==> src/rtl/csc_multimode_if.sv <==
// Pixel bus for csc_multimode: timing/pixel inputs from the video source
// and the converted, timing-aligned outputs back to the sink.
interface csc_multimode_if #(
    parameter int DATA_W = 8,
    parameter int CNT_W  = 24
);
    logic [3*DATA_W-1:0] i_rgb;
    logic                i_h_sync;
    logic                i_v_sync;
    logic                i_data_en;
    logic [1:0]          i_mode;

    logic [3*DATA_W-1:0] o_rgb;
    logic [3*DATA_W-1:0] o_ycbcr;
    logic [3*DATA_W-1:0] o_gray;
    logic                o_h_sync;
    logic                o_v_sync;
    logic                o_data_en;
    logic [1:0]          o_mode;
    logic [CNT_W-1:0]    o_pix_cnt;

    modport master (
        output i_rgb, i_h_sync, i_v_sync, i_data_en, i_mode,
        input  o_rgb, o_ycbcr, o_gray, o_h_sync, o_v_sync, o_data_en, o_mode, o_pix_cnt
    );

    modport slave (
        input  i_rgb, i_h_sync, i_v_sync, i_data_en, i_mode,
        output o_rgb, o_ycbcr, o_gray, o_h_sync, o_v_sync, o_data_en, o_mode, o_pix_cnt
    );
endinterface

==> src/rtl/csc_multimode.sv <==
// Four-stage RGB to YCbCr converter with per-frame mode latching (BT.709,
// BT.601 studio, BT.601 full-range, bypass) and an active-pixel counter.
module csc_multimode #(
    parameter int DATA_W = 8,
    parameter int CNT_W  = 24
) (
    input  logic           clk,
    input  logic           rst,
    csc_multimode_if.slave bus
);
    localparam int SW = DATA_W + 11;
    localparam int PW = 3 * DATA_W;
    localparam logic signed [SW-1:0] OFF_Y = SW'((16 << (DATA_W - 8)) * 256);
    localparam logic signed [SW-1:0] OFF_C = SW'((128 << (DATA_W - 8)) * 256);
    localparam logic signed [SW-1:0] RND   = SW'(128);
    localparam logic signed [SW-1:0] MAXV  = SW'((1 << DATA_W) - 1);

    logic                 r_vs_prev;
    logic [1:0]           r_mode;
    logic                 w_frame_start;
    logic [1:0]           w_mode;
    logic signed [8:0]    w_coef [9];
    logic signed [SW-1:0] w_chan [3];
    logic signed [SW-1:0] w_prod [9];

    logic signed [SW-1:0] r_s1_prod [9];
    logic signed [SW-1:0] r_s2_a [3];
    logic signed [SW-1:0] r_s2_b [3];
    logic signed [SW-1:0] r_s3_sum [3];

    logic [PW-1:0]        r_rgb_d [3];
    logic [1:0]           r_mode_d [3];
    logic                 r_hs_d [3];
    logic                 r_vs_d [3];
    logic                 r_de_d [3];

    logic signed [SW-1:0] w_sh [3];
    logic [PW-1:0]        w_ycc;
    logic [PW-1:0]        w_gray;
    logic [PW-1:0]        w_out_ycc;

    logic [PW-1:0]        r_o_rgb;
    logic [PW-1:0]        r_o_ycbcr;
    logic [PW-1:0]        r_o_gray;
    logic                 r_o_hs;
    logic                 r_o_vs;
    logic                 r_o_de;
    logic [1:0]           r_o_mode;
    logic [CNT_W-1:0]     r_cnt;

    // The frame-start pixel already uses the newly latched mode.
    assign w_frame_start = bus.i_v_sync & ~r_vs_prev;
    assign w_mode        = w_frame_start ? bus.i_mode : r_mode;

    always_comb begin
        for (int k = 0; k < 9; k++) begin
            w_coef[k] = 9'sd0;
        end
        case (w_mode)
            2'd0: begin
                w_coef[0] =  9'sd47;  w_coef[1] =  9'sd157; w_coef[2] =  9'sd16;
                w_coef[3] = -9'sd26;  w_coef[4] = -9'sd86;  w_coef[5] =  9'sd112;
                w_coef[6] =  9'sd112; w_coef[7] = -9'sd102; w_coef[8] = -9'sd10;
            end
            2'd1: begin
                w_coef[0] =  9'sd66;  w_coef[1] =  9'sd129; w_coef[2] =  9'sd25;
                w_coef[3] = -9'sd38;  w_coef[4] = -9'sd74;  w_coef[5] =  9'sd112;
                w_coef[6] =  9'sd112; w_coef[7] = -9'sd94;  w_coef[8] = -9'sd18;
            end
            2'd2: begin
                w_coef[0] =  9'sd77;  w_coef[1] =  9'sd150; w_coef[2] =  9'sd29;
                w_coef[3] = -9'sd43;  w_coef[4] = -9'sd85;  w_coef[5] =  9'sd128;
                w_coef[6] =  9'sd128; w_coef[7] = -9'sd107; w_coef[8] = -9'sd21;
            end
            default: ;
        endcase
    end

    always_comb begin
        w_chan[0] = SW'(bus.i_rgb[PW-1 -: DATA_W]);
        w_chan[1] = SW'(bus.i_rgb[2*DATA_W-1 -: DATA_W]);
        w_chan[2] = SW'(bus.i_rgb[DATA_W-1:0]);
        for (int k = 0; k < 9; k++) begin
            w_prod[k] = w_chan[k % 3] * SW'(w_coef[k]);
        end
    end

    always_comb begin
        w_ycc = '0;
        for (int c = 0; c < 3; c++) begin
            w_sh[c] = (r_s3_sum[c] + RND) >>> 8;
            if (w_sh[c][SW-1]) begin
                w_ycc[(3-c)*DATA_W-1 -: DATA_W] = '0;
            end else if (w_sh[c] > MAXV) begin
                w_ycc[(3-c)*DATA_W-1 -: DATA_W] = '1;
            end else begin
                w_ycc[(3-c)*DATA_W-1 -: DATA_W] = w_sh[c][DATA_W-1:0];
            end
        end
        if (r_mode_d[2] == 2'd3) begin
            w_out_ycc = r_rgb_d[2];
            w_gray    = {3{r_rgb_d[2][PW-1 -: DATA_W]}};
        end else begin
            w_out_ycc = w_ycc;
            w_gray    = {3{w_ycc[PW-1 -: DATA_W]}};
        end
    end

    always_ff @(posedge clk) begin
        if (rst) begin
            r_vs_prev <= 1'b0;
            r_mode    <= 2'd0;
            for (int k = 0; k < 9; k++) begin
                r_s1_prod[k] <= '0;
            end
            for (int c = 0; c < 3; c++) begin
                r_s2_a[c]   <= '0;
                r_s2_b[c]   <= '0;
                r_s3_sum[c] <= '0;
                r_rgb_d[c]  <= '0;
                r_mode_d[c] <= 2'd0;
                r_hs_d[c]   <= 1'b0;
                r_vs_d[c]   <= 1'b0;
                r_de_d[c]   <= 1'b0;
            end
            r_o_rgb   <= '0;
            r_o_ycbcr <= '0;
            r_o_gray  <= '0;
            r_o_hs    <= 1'b0;
            r_o_vs    <= 1'b0;
            r_o_de    <= 1'b0;
            r_o_mode  <= 2'd0;
        end else begin
            r_vs_prev <= bus.i_v_sync;
            r_mode    <= w_mode;
            for (int k = 0; k < 9; k++) begin
                r_s1_prod[k] <= w_prod[k];
            end
            // The offset joins the third product so stage 3 is a single add.
            r_s2_b[0] <= r_s1_prod[2] + ((r_mode_d[0] == 2'd2) ? '0 : OFF_Y);
            r_s2_b[1] <= r_s1_prod[5] + OFF_C;
            r_s2_b[2] <= r_s1_prod[8] + OFF_C;
            for (int c = 0; c < 3; c++) begin
                r_s2_a[c]   <= r_s1_prod[3*c] + r_s1_prod[3*c+1];
                r_s3_sum[c] <= r_s2_a[c] + r_s2_b[c];
            end
            r_rgb_d[0]  <= bus.i_rgb;
            r_mode_d[0] <= w_mode;
            r_hs_d[0]   <= bus.i_h_sync;
            r_vs_d[0]   <= bus.i_v_sync;
            r_de_d[0]   <= bus.i_data_en;
            for (int c = 1; c < 3; c++) begin
                r_rgb_d[c]  <= r_rgb_d[c-1];
                r_mode_d[c] <= r_mode_d[c-1];
                r_hs_d[c]   <= r_hs_d[c-1];
                r_vs_d[c]   <= r_vs_d[c-1];
                r_de_d[c]   <= r_de_d[c-1];
            end
            r_o_rgb   <= r_rgb_d[2];
            r_o_ycbcr <= w_out_ycc;
            r_o_gray  <= w_gray;
            r_o_hs    <= r_hs_d[2];
            r_o_vs    <= r_vs_d[2];
            r_o_de    <= r_de_d[2];
            r_o_mode  <= r_mode_d[2];
        end
    end

    always_ff @(posedge clk) begin
        if (rst) begin
            r_cnt <= '0;
        end else if (w_frame_start) begin
            r_cnt <= CNT_W'(bus.i_data_en);
        end else if (bus.i_data_en && (r_cnt != '1)) begin
            r_cnt <= r_cnt + CNT_W'(1);
        end
    end

    assign bus.o_rgb     = r_o_rgb;
    assign bus.o_ycbcr   = r_o_ycbcr;
    assign bus.o_gray    = r_o_gray;
    assign bus.o_h_sync  = r_o_hs;
    assign bus.o_v_sync  = r_o_vs;
    assign bus.o_data_en = r_o_de;
    assign bus.o_mode    = r_o_mode;
    assign bus.o_pix_cnt = r_cnt;
endmodule
==> src/flat_wrapper.sv <==
// flat-port wrapper written by rule: the top's interface ports become plain ports
module csc_multimode_flat 
#(
    parameter int DATA_W = 8,
    parameter int CNT_W  = 24
)
  (clk, rst, bus_i_rgb, bus_i_h_sync, bus_i_v_sync, bus_i_data_en, bus_i_mode, bus_o_rgb, bus_o_ycbcr, bus_o_gray, bus_o_h_sync, bus_o_v_sync, bus_o_data_en, bus_o_mode, bus_o_pix_cnt);
  csc_multimode_if #(.DATA_W(DATA_W), .CNT_W(CNT_W)) bus_i ();
  input  logic clk;
  input  logic rst;
  input wire logic [$bits(bus_i.i_rgb)-1:0] bus_i_rgb;
  input wire logic [$bits(bus_i.i_h_sync)-1:0] bus_i_h_sync;
  input wire logic [$bits(bus_i.i_v_sync)-1:0] bus_i_v_sync;
  input wire logic [$bits(bus_i.i_data_en)-1:0] bus_i_data_en;
  input wire logic [$bits(bus_i.i_mode)-1:0] bus_i_mode;
  output wire logic [$bits(bus_i.o_rgb)-1:0] bus_o_rgb;
  output wire logic [$bits(bus_i.o_ycbcr)-1:0] bus_o_ycbcr;
  output wire logic [$bits(bus_i.o_gray)-1:0] bus_o_gray;
  output wire logic [$bits(bus_i.o_h_sync)-1:0] bus_o_h_sync;
  output wire logic [$bits(bus_i.o_v_sync)-1:0] bus_o_v_sync;
  output wire logic [$bits(bus_i.o_data_en)-1:0] bus_o_data_en;
  output wire logic [$bits(bus_i.o_mode)-1:0] bus_o_mode;
  output wire logic [$bits(bus_i.o_pix_cnt)-1:0] bus_o_pix_cnt;
  assign bus_i.i_rgb = bus_i_rgb;
  assign bus_i.i_h_sync = bus_i_h_sync;
  assign bus_i.i_v_sync = bus_i_v_sync;
  assign bus_i.i_data_en = bus_i_data_en;
  assign bus_i.i_mode = bus_i_mode;
  assign bus_o_rgb = bus_i.o_rgb;
  assign bus_o_ycbcr = bus_i.o_ycbcr;
  assign bus_o_gray = bus_i.o_gray;
  assign bus_o_h_sync = bus_i.o_h_sync;
  assign bus_o_v_sync = bus_i.o_v_sync;
  assign bus_o_data_en = bus_i.o_data_en;
  assign bus_o_mode = bus_i.o_mode;
  assign bus_o_pix_cnt = bus_i.o_pix_cnt;
  csc_multimode #(.DATA_W(DATA_W), .CNT_W(CNT_W)) u_core (.clk(clk), .rst(rst), .bus(bus_i));
endmodule
==> config.mk <==
export PLATFORM = sky130hd
export DESIGN_NAME = csc_multimode_flat
export DESIGN_NICKNAME = d
export VERILOG_FILES = /design/src/rtl/csc_multimode_if.sv /design/src/rtl/csc_multimode.sv /design/src/flat_wrapper.sv
export SDC_FILE = /design/constraint.sdc
export NUM_CORES = 2
export LEC_CHECK = 0
export ABC_AREA = 0
export CAP_MARGIN = 20
export CELL_PAD_IN_SITES_DETAIL_PLACEMENT = 0
export CELL_PAD_IN_SITES_GLOBAL_PLACEMENT = 1
export CORE_MARGIN = 5
export CORE_UTILIZATION = 49
export DETAILED_ROUTE_END_ITERATION = 10
export GPL_TIMING_DRIVEN = 0
export PLACE_DENSITY = 0.93
export RECOVER_POWER = 100
export SLEW_MARGIN = 30
export SYNTH_ARGS = -nofsm -noshare
export SYNTH_HDL_FRONTEND = slang
export SYNTH_SLANG_ARGS = --single-unit
==> constraint.sdc <==
create_clock -name clk -period 10.6 [get_ports clk]
set_input_delay 2.12 -clock clk [delete_from_list [all_inputs] [get_ports clk]]
set_output_delay 2.12 -clock clk [all_outputs]
set_load 0.02 [all_outputs]
# --- Yosys cells after proc, flatten, opt, wreduce, memory -nomap -nowiden ---
# Memory sizes are Yosys's and may differ from the RTL's. A register that Yosys moved wholly into a read port is not among the register bits.
# Cells that the tools add are included.
totals:
  reg_bits: 101
  ramBits: 429
  in_bits: 31
  out_inout_bits: 101
  n_memories: 9
op_classes:
  n_addsub: 13
  n_mul: 9
  n_lt_le_gt_ge: 3
  n_eq_ne: 5
  muxes: 49
  bitwise_logic: 35
  n_reduce_logical: 4
mem_list:
  columns: ["name", "words", "word_bits", "rd", "rd_ports_with_merged_regs", "write_ports", "line_no", "source"]
  rows:
  - ["u_core.r_s1_prod", 9, 19, 9, 0, 9, "csc_multimode.sv:26", "logic signed [SW-1:0] r_s1_prod [9];"]
  - ["u_core.r_rgb_d", 3, 24, 3, 0, 3, "csc_multimode.sv:31", "logic [PW-1:0] r_rgb_d [3];"]
  - ["u_core.r_s2_a", 3, 19, 3, 0, 3, "csc_multimode.sv:27", "logic signed [SW-1:0] r_s2_a [3];"]
  - ["u_core.r_s2_b", 3, 19, 3, 0, 3, "csc_multimode.sv:28", "logic signed [SW-1:0] r_s2_b [3];"]
  - ["u_core.r_s3_sum", 3, 19, 3, 0, 3, "csc_multimode.sv:29", "logic signed [SW-1:0] r_s3_sum [3];"]
  - ["u_core.r_mode_d", 3, 2, 3, 0, 3, "csc_multimode.sv:32", "logic [1:0] r_mode_d [3];"]
  - ["+3 memories", null, null, null, null, null, null, null]
ops:
  columns: ["cell", "n"]
  rows:
  - ["two-way mux 19 bit", 18]
  - ["one-hot mux 79 bit (3 select lines)", 1]
  - ["multiplier 9 x 9 -> 18 bit", 8]
  - ["adder 19 bit", 7]
  - ["two-way mux 24 bit", 5]
  - ["adder 19 x 9 -> 19 bit, second input constant", 3]
  - ["two-way mux 8 bit", 6]
  - ["adder 19 x 17 -> 19 bit, second input constant", 2]
  - ["> comparator 11 x 9 -> 1 bit, second input constant", 3]
  - ["bitwise OR 1 bit", 33]
  - ["adder 24 x 1 -> 24 bit, second input constant", 1]
  - ["!= test 24 bit, second input constant", 1]
  - ["multiplier 8 x 7 -> 15 bit", 1]
  - ["two-way mux 1 bit", 14]
  - ["two-way mux 13 bit", 1]
  - ["two-way mux 2 bit", 4]
  - ["equality test 2 bit, second input constant", 3]
  - ["equality test 2 x 1 -> 1 bit, second input constant", 1]
  - ["zero test 2 bit", 1]
  - ["nonzero test 2 bit", 1]
  - ["OR reduction 2 bit", 1]
  - ["bitwise AND 1 bit", 1]
  - ["logical AND 1 bit", 1]
  - ["NOT 1 bit", 1]

# --- Longest topological paths before layout ---
depth:
  depth_word: 7
  mapped_depth: 27

# --- Least setup slack after synthesis ---
# No wires, ideal clock.
synth_timing:
  kind: "input to register"
  start: "input port bus_i_v_sync"
  end: "memory u_core.r_s1_prod[0][72] (netlist name)"
  setup_ns: 0.123
  arrival_ns: 8.279
  required_ns: 10.477
  setup_slack_ns: 2.197
  cell_stages: 24
  cell_sequence: "nand2b_1 -> mux2i_1 -> clkbuf_1 -> inv_1 -> ha_1 -> buf_1 -> inv_1 -> clkbuf_1 -> nand2_1 -> fa_1 -> fa_1 -> inv_1 -> fa_1 -> fa_1 -> inv_1 -> fa_1 -> inv_1 -> ha_1 -> o21ai_1 -> a21oi_1 -> o31a_1 -> o41a_1 -> a21oi_1 -> mux2_1"
synth_lines:
  columns: ["item", "line_no", "source"]
  rows:
  - ["from (decl)", "flat_wrapper.sv:13", "input wire logic [$bits(bus_i.i_v_sync)-1:0] bus_i_v_sync;"]
  - ["to (decl)", "csc_multimode.sv:26", null]

==> results.json <==
{
  "outcome": "finished, final reports clean",
  "p_seq_frac": 0.248,
  "drtIter0Drc": 1366,
  "timing.final.ws_setup_ns": 0.450,
  "die-area_sq_mm": 0.0685,
  "placementRows": 92,
  "io_buffers": 129,
  "power_mw": 8.94,
  "syn_nets": 4021,
  "drive_above_1_share": 0.0392,
  "fin_nets": 4196,
  "ir_worst_vdd_mv": 0.161,
  "n_antenna_cell": 0,
  "rrSetupSlack_ns": 2.19,
  "ys_types": 74,
  "coreArea_sq_mm": 0.0629,
  "gr-usage-all-layers": 0.233,
  "htree_levels": 2,
  "grt_pass1_vias": 22500,
  "antenna_found_initial": 4,
  "power_density_mw_per_mm2": 255,
  "tightest_slew_ns": 1.32,
  "post-cts-setup-buffers": 0,
  "arrival_ns": 10.61,
  "crit_type": "in -> reg",
  "hold_path.class": "reg -> reg",
  "cp_cell_sequence": "dlygate4sd3_1, nand2b_1, mux2_2, inv_1, clkbuf_1, ha_1, clkbuf_2, nand2_1, fa_1, fa_1, inv_1, fa_1, fa_1, inv_1, fa_1, inv_1, ha_1, o21ai_0, a21oi_1, o31a_1, o41a_1, a21oi_1, mux2_1",
  "slew_violations": 0,
  "num_vias": 22500,
  "seq_area_frac_synth": 0.286,
  "worst_clock_skew_ns": 0.0200,
  "wl_mm": 79.6,
  "hold_viol_final": 0,
  "drtPass1Iterations": 5,
  "p_leak_nw": 17.7,
  "place.gp.congestion": 0.925,
  "finalCritPeriodShare": 0.958,
  "async_reset_ff_frac": 0,
  "ys_ff_latch": 443,
  "dp_slack_ns": -0.279,
  "yosysWarnings": 0,
  "dp_hpwl_mm": 65.1,
  "syn-instance-count": 3255,
  "worstHoldStart": "u_core.r_mode_d[0][3]",
  "cts_tree": "done",
  "synth_area_sq_mm": 0.0310,
  "boundaryPins": 132,
  "combPwrFrac": 0.555,
  "grt_overflow": 0,
  "grt_pass1_wl_mm": 124,
  "pwr-share-clk": 0.197,
  "rsz0062_at_grt": "false",
  "cp-end-kind": "flip-flop",
  "cts_resized": 0,
  "holdPathStages": 1,
  "sw_frac_of_total": 0.420,
  "maxCapViolCount": 0,
  "r2r-end": "u_core.r_s1_prod[0][72]",
  "fp.dieH_microns": 262,
  "die_w_microns": 262,
  "timing.fmax_ghz": 0.0985,
  "critPathMaxFanout": 11,
  "critPathMaxStageDelay_ns": 0.79,
  "worstPathRequired_ns": 11.06,
  "start_util": 0.494,
  "grt_max_degree": 16,
  "avgRoutedWirePerCell_microns": 18.5,
  "worst-r2r-cell-count": 22,
  "cts.sinks": 443,
  "min_to": "u_core.r_mode_d[0][5]",
  "vias_per_cell": 5.22,
  "path_clk_slew_ns": 0.06,
  "synth_ff_type": "dfxtp_1",
  "syn_to_final_growth_pct": 13.0,
  "cts-root-buf": "clkbuf_16",
  "maxSlewHeadroom": 0.123,
  "final-setup-viol-count": 0,
  "synth_area_per_cell_sq_um": 9.53,
  "cts_buffers": 44,
  "startpoint_type": "primary input",
  "min_period_ns": 10.15,
  "clkLatencyLatePin_ns": 0.58,
  "hold_buffers": 0,
  "cts_buffer_depth": 3,
  "postRouteAntennaNets": 0,
  "drcViolationCount": 0,
  "p_sw_mw": 3.76,
  "internal_power_mw": 5.19,
  "synth-edff-count": 0,
  "cpMostUsedCell": "fa_1",
  "reg2reg_from": "u_core.r_vs_prev",
  "worst_path_max_delay_cell": "clkbuf_1"
}
-- Yosys cell counts (8+ instances only) --
library cell | count | share of area
o21bai_1 | 27 | 0.0065
o21ai_0 | 42 | 0.0068
mux2i_1 | 8 | 0.0026
clkbuf_1 | 70 | 0.0085
a211oi_1 | 11 | 0.0027
nor4_1 | 8 | 0.0016
inv_1 | 486 | 0.059
o21ai_1 | 38 | 0.0061
nor3_1 | 51 | 0.0082
nand2_1 | 139 | 0.017
xor2_1 | 86 | 0.024
ha_1 | 504 | 0.20
nand2b_1 | 13 | 0.0026
nand3_1 | 47 | 0.0076
and3_1 | 32 | 0.0065
nor3b_1 | 8 | 0.0019
or2_2 | 11 | 0.0022
o21a_1 | 24 | 0.0058
xnor2_1 | 80 | 0.023
and2_1 | 64 | 0.013
a21oi_1 | 128 | 0.021
nand4_1 | 21 | 0.0042
dfxtp_1 | 443 | 0.29
or3_1 | 9 | 0.0018
a21o_1 | 51 | 0.012
nor2b_1 | 240 | 0.048
nor2_1 | 236 | 0.029
a31oi_1 | 15 | 0.0030
buf_4 | 24 | 0.0058
fa_1 | 231 | 0.15
a31o_1 | 13 | 0.0037
-- critical path, delay by kind of cell --
kind | cells | cell delay [ns]
fa+ha+maj | 7 | 3.59
buf+inv | 7 | 2.42
mux | 2 | 0.84
compound gates | 5 | 1.08
simple gates | 2 | 0.49
-- per-layer routing --
metal,wire [microns],share of wire,vias to the layer above,track usage
li1,-,-,11000,-
met1,34200,0.43,10800,0.310
met2,36900,0.46,672,0.393
met3,5870,0.074,119,0.0375
met4,2660,0.033,0,0.0739
met5,0,0,-,0
-- worst max path at each step --
stage / start / to / slack [ns] / depth (start not counted)
after floorplan: bus_i_v_sync / u_core.r_s1_prod[0][72] / 2.20 / 24
after global placement: bus_i_v_sync / u_core.r_s1_prod[0][169] / -0.65 / 25
after detailed placement: bus_i_v_sync / u_core.r_s1_prod[0][72] / -0.28 / 23
after CTS: bus_i_v_sync / u_core.r_s1_prod[0][72] / 0.30 / 23
after global routing: bus_i_v_sync / u_core.r_s1_prod[0][75] / 0.19 / 23
final: bus_i_v_sync / u_core.r_s1_prod[0][72] / 0.45 / 23
-- sequential cells by signal, indices dropped and copies added, names as in the netlist, 5 cells and up --
signal and count:
u_core.r_mode_d 5, u_core.bus.o_gray 8, u_core.r_s3_sum 35, u_core.r_rgb_d 72, u_core.r_s1_prod 144, u_core.bus.o_pix_cnt 24
u_core.bus.o_ycbcr 16, u_core.r_s2_b 49, u_core.bus.o_rgb 24, u_core.r_s2_a 51
-- area by class of cell --
type | instances | area [sq um]
fillers | 5605 | 27800
clock buffers | 61 | 1330
repair buffers | 129 | 1290
inverters | 487 | 1830
multi-input cells | 2227 | 19900
flip-flops and latches | 443 | 8870
clock inverters | 21 | 362
plain buffers | 98 | 464
well taps | 846 | 1060
-- power groups by stage --
stage	Combinational, mW	Sequential [mW]	Clock, mW
2_1_floorplan	3.59	2.22	0
3_3_place_gp	4.86	2.25	0
3_5_place_dp	4.92	2.25	0
4_1_cts	4.97	2.22	1.78
5_1_grt	5.59	2.25	1.86
6_report	4.96	2.22	1.77
-- cell families after synthesis --
family / Yosys count / share of synthesized area
muxes: 17 / 0.00585
xor gates and xnor gates: 166 / 0.0468
and+or+nand+nor: 897 / 0.149
AOI/OAI and AO/OA: 412 / 0.0872
DFF: 443 / 0.286
adders and majority gates: 735 / 0.352
buffers and inverters: 585 / 0.0737
-- placed cells by master, fill, tap and decap left out, types with 47 or more instances in the layout --
master	instances
a21o_1	51
a21oi_1	128
and2_1	55
clkbuf_1	71
dfxtp_1	443
dlygate4sd3_1	103
fa_1	231
ha_1	504
inv_1	486
nand2_1	139
nand3_1	47
nor2_1	236
nor2b_1	240
nor3_1	51
o21ai_0	63
xnor2_1	80
xor2_1	86
-- stage by stage --
| step | instance area, sq um | util | cells | hold slack, ns | setup TNS, ns |
|---|---|---|---|---|---|
| floorplan | 31000 | - | 3255 | 0.405 | 0 |
| CTS | 35100 | 0.558 | 4312 | 0.418 | 0 |
| global placement | 33400 | 0.531 | 4230 | 0.415 | -4.56 |
| finish | 35100 | 0.558 | 4312 | 0.421 | 0 |
| detailed placement | 33400 | 0.531 | 4230 | 0.419 | -0.552 |
| global route | 35100 | 0.558 | 4312 | 0.443 | 0 |
Power figures use the tool's default switching activity.
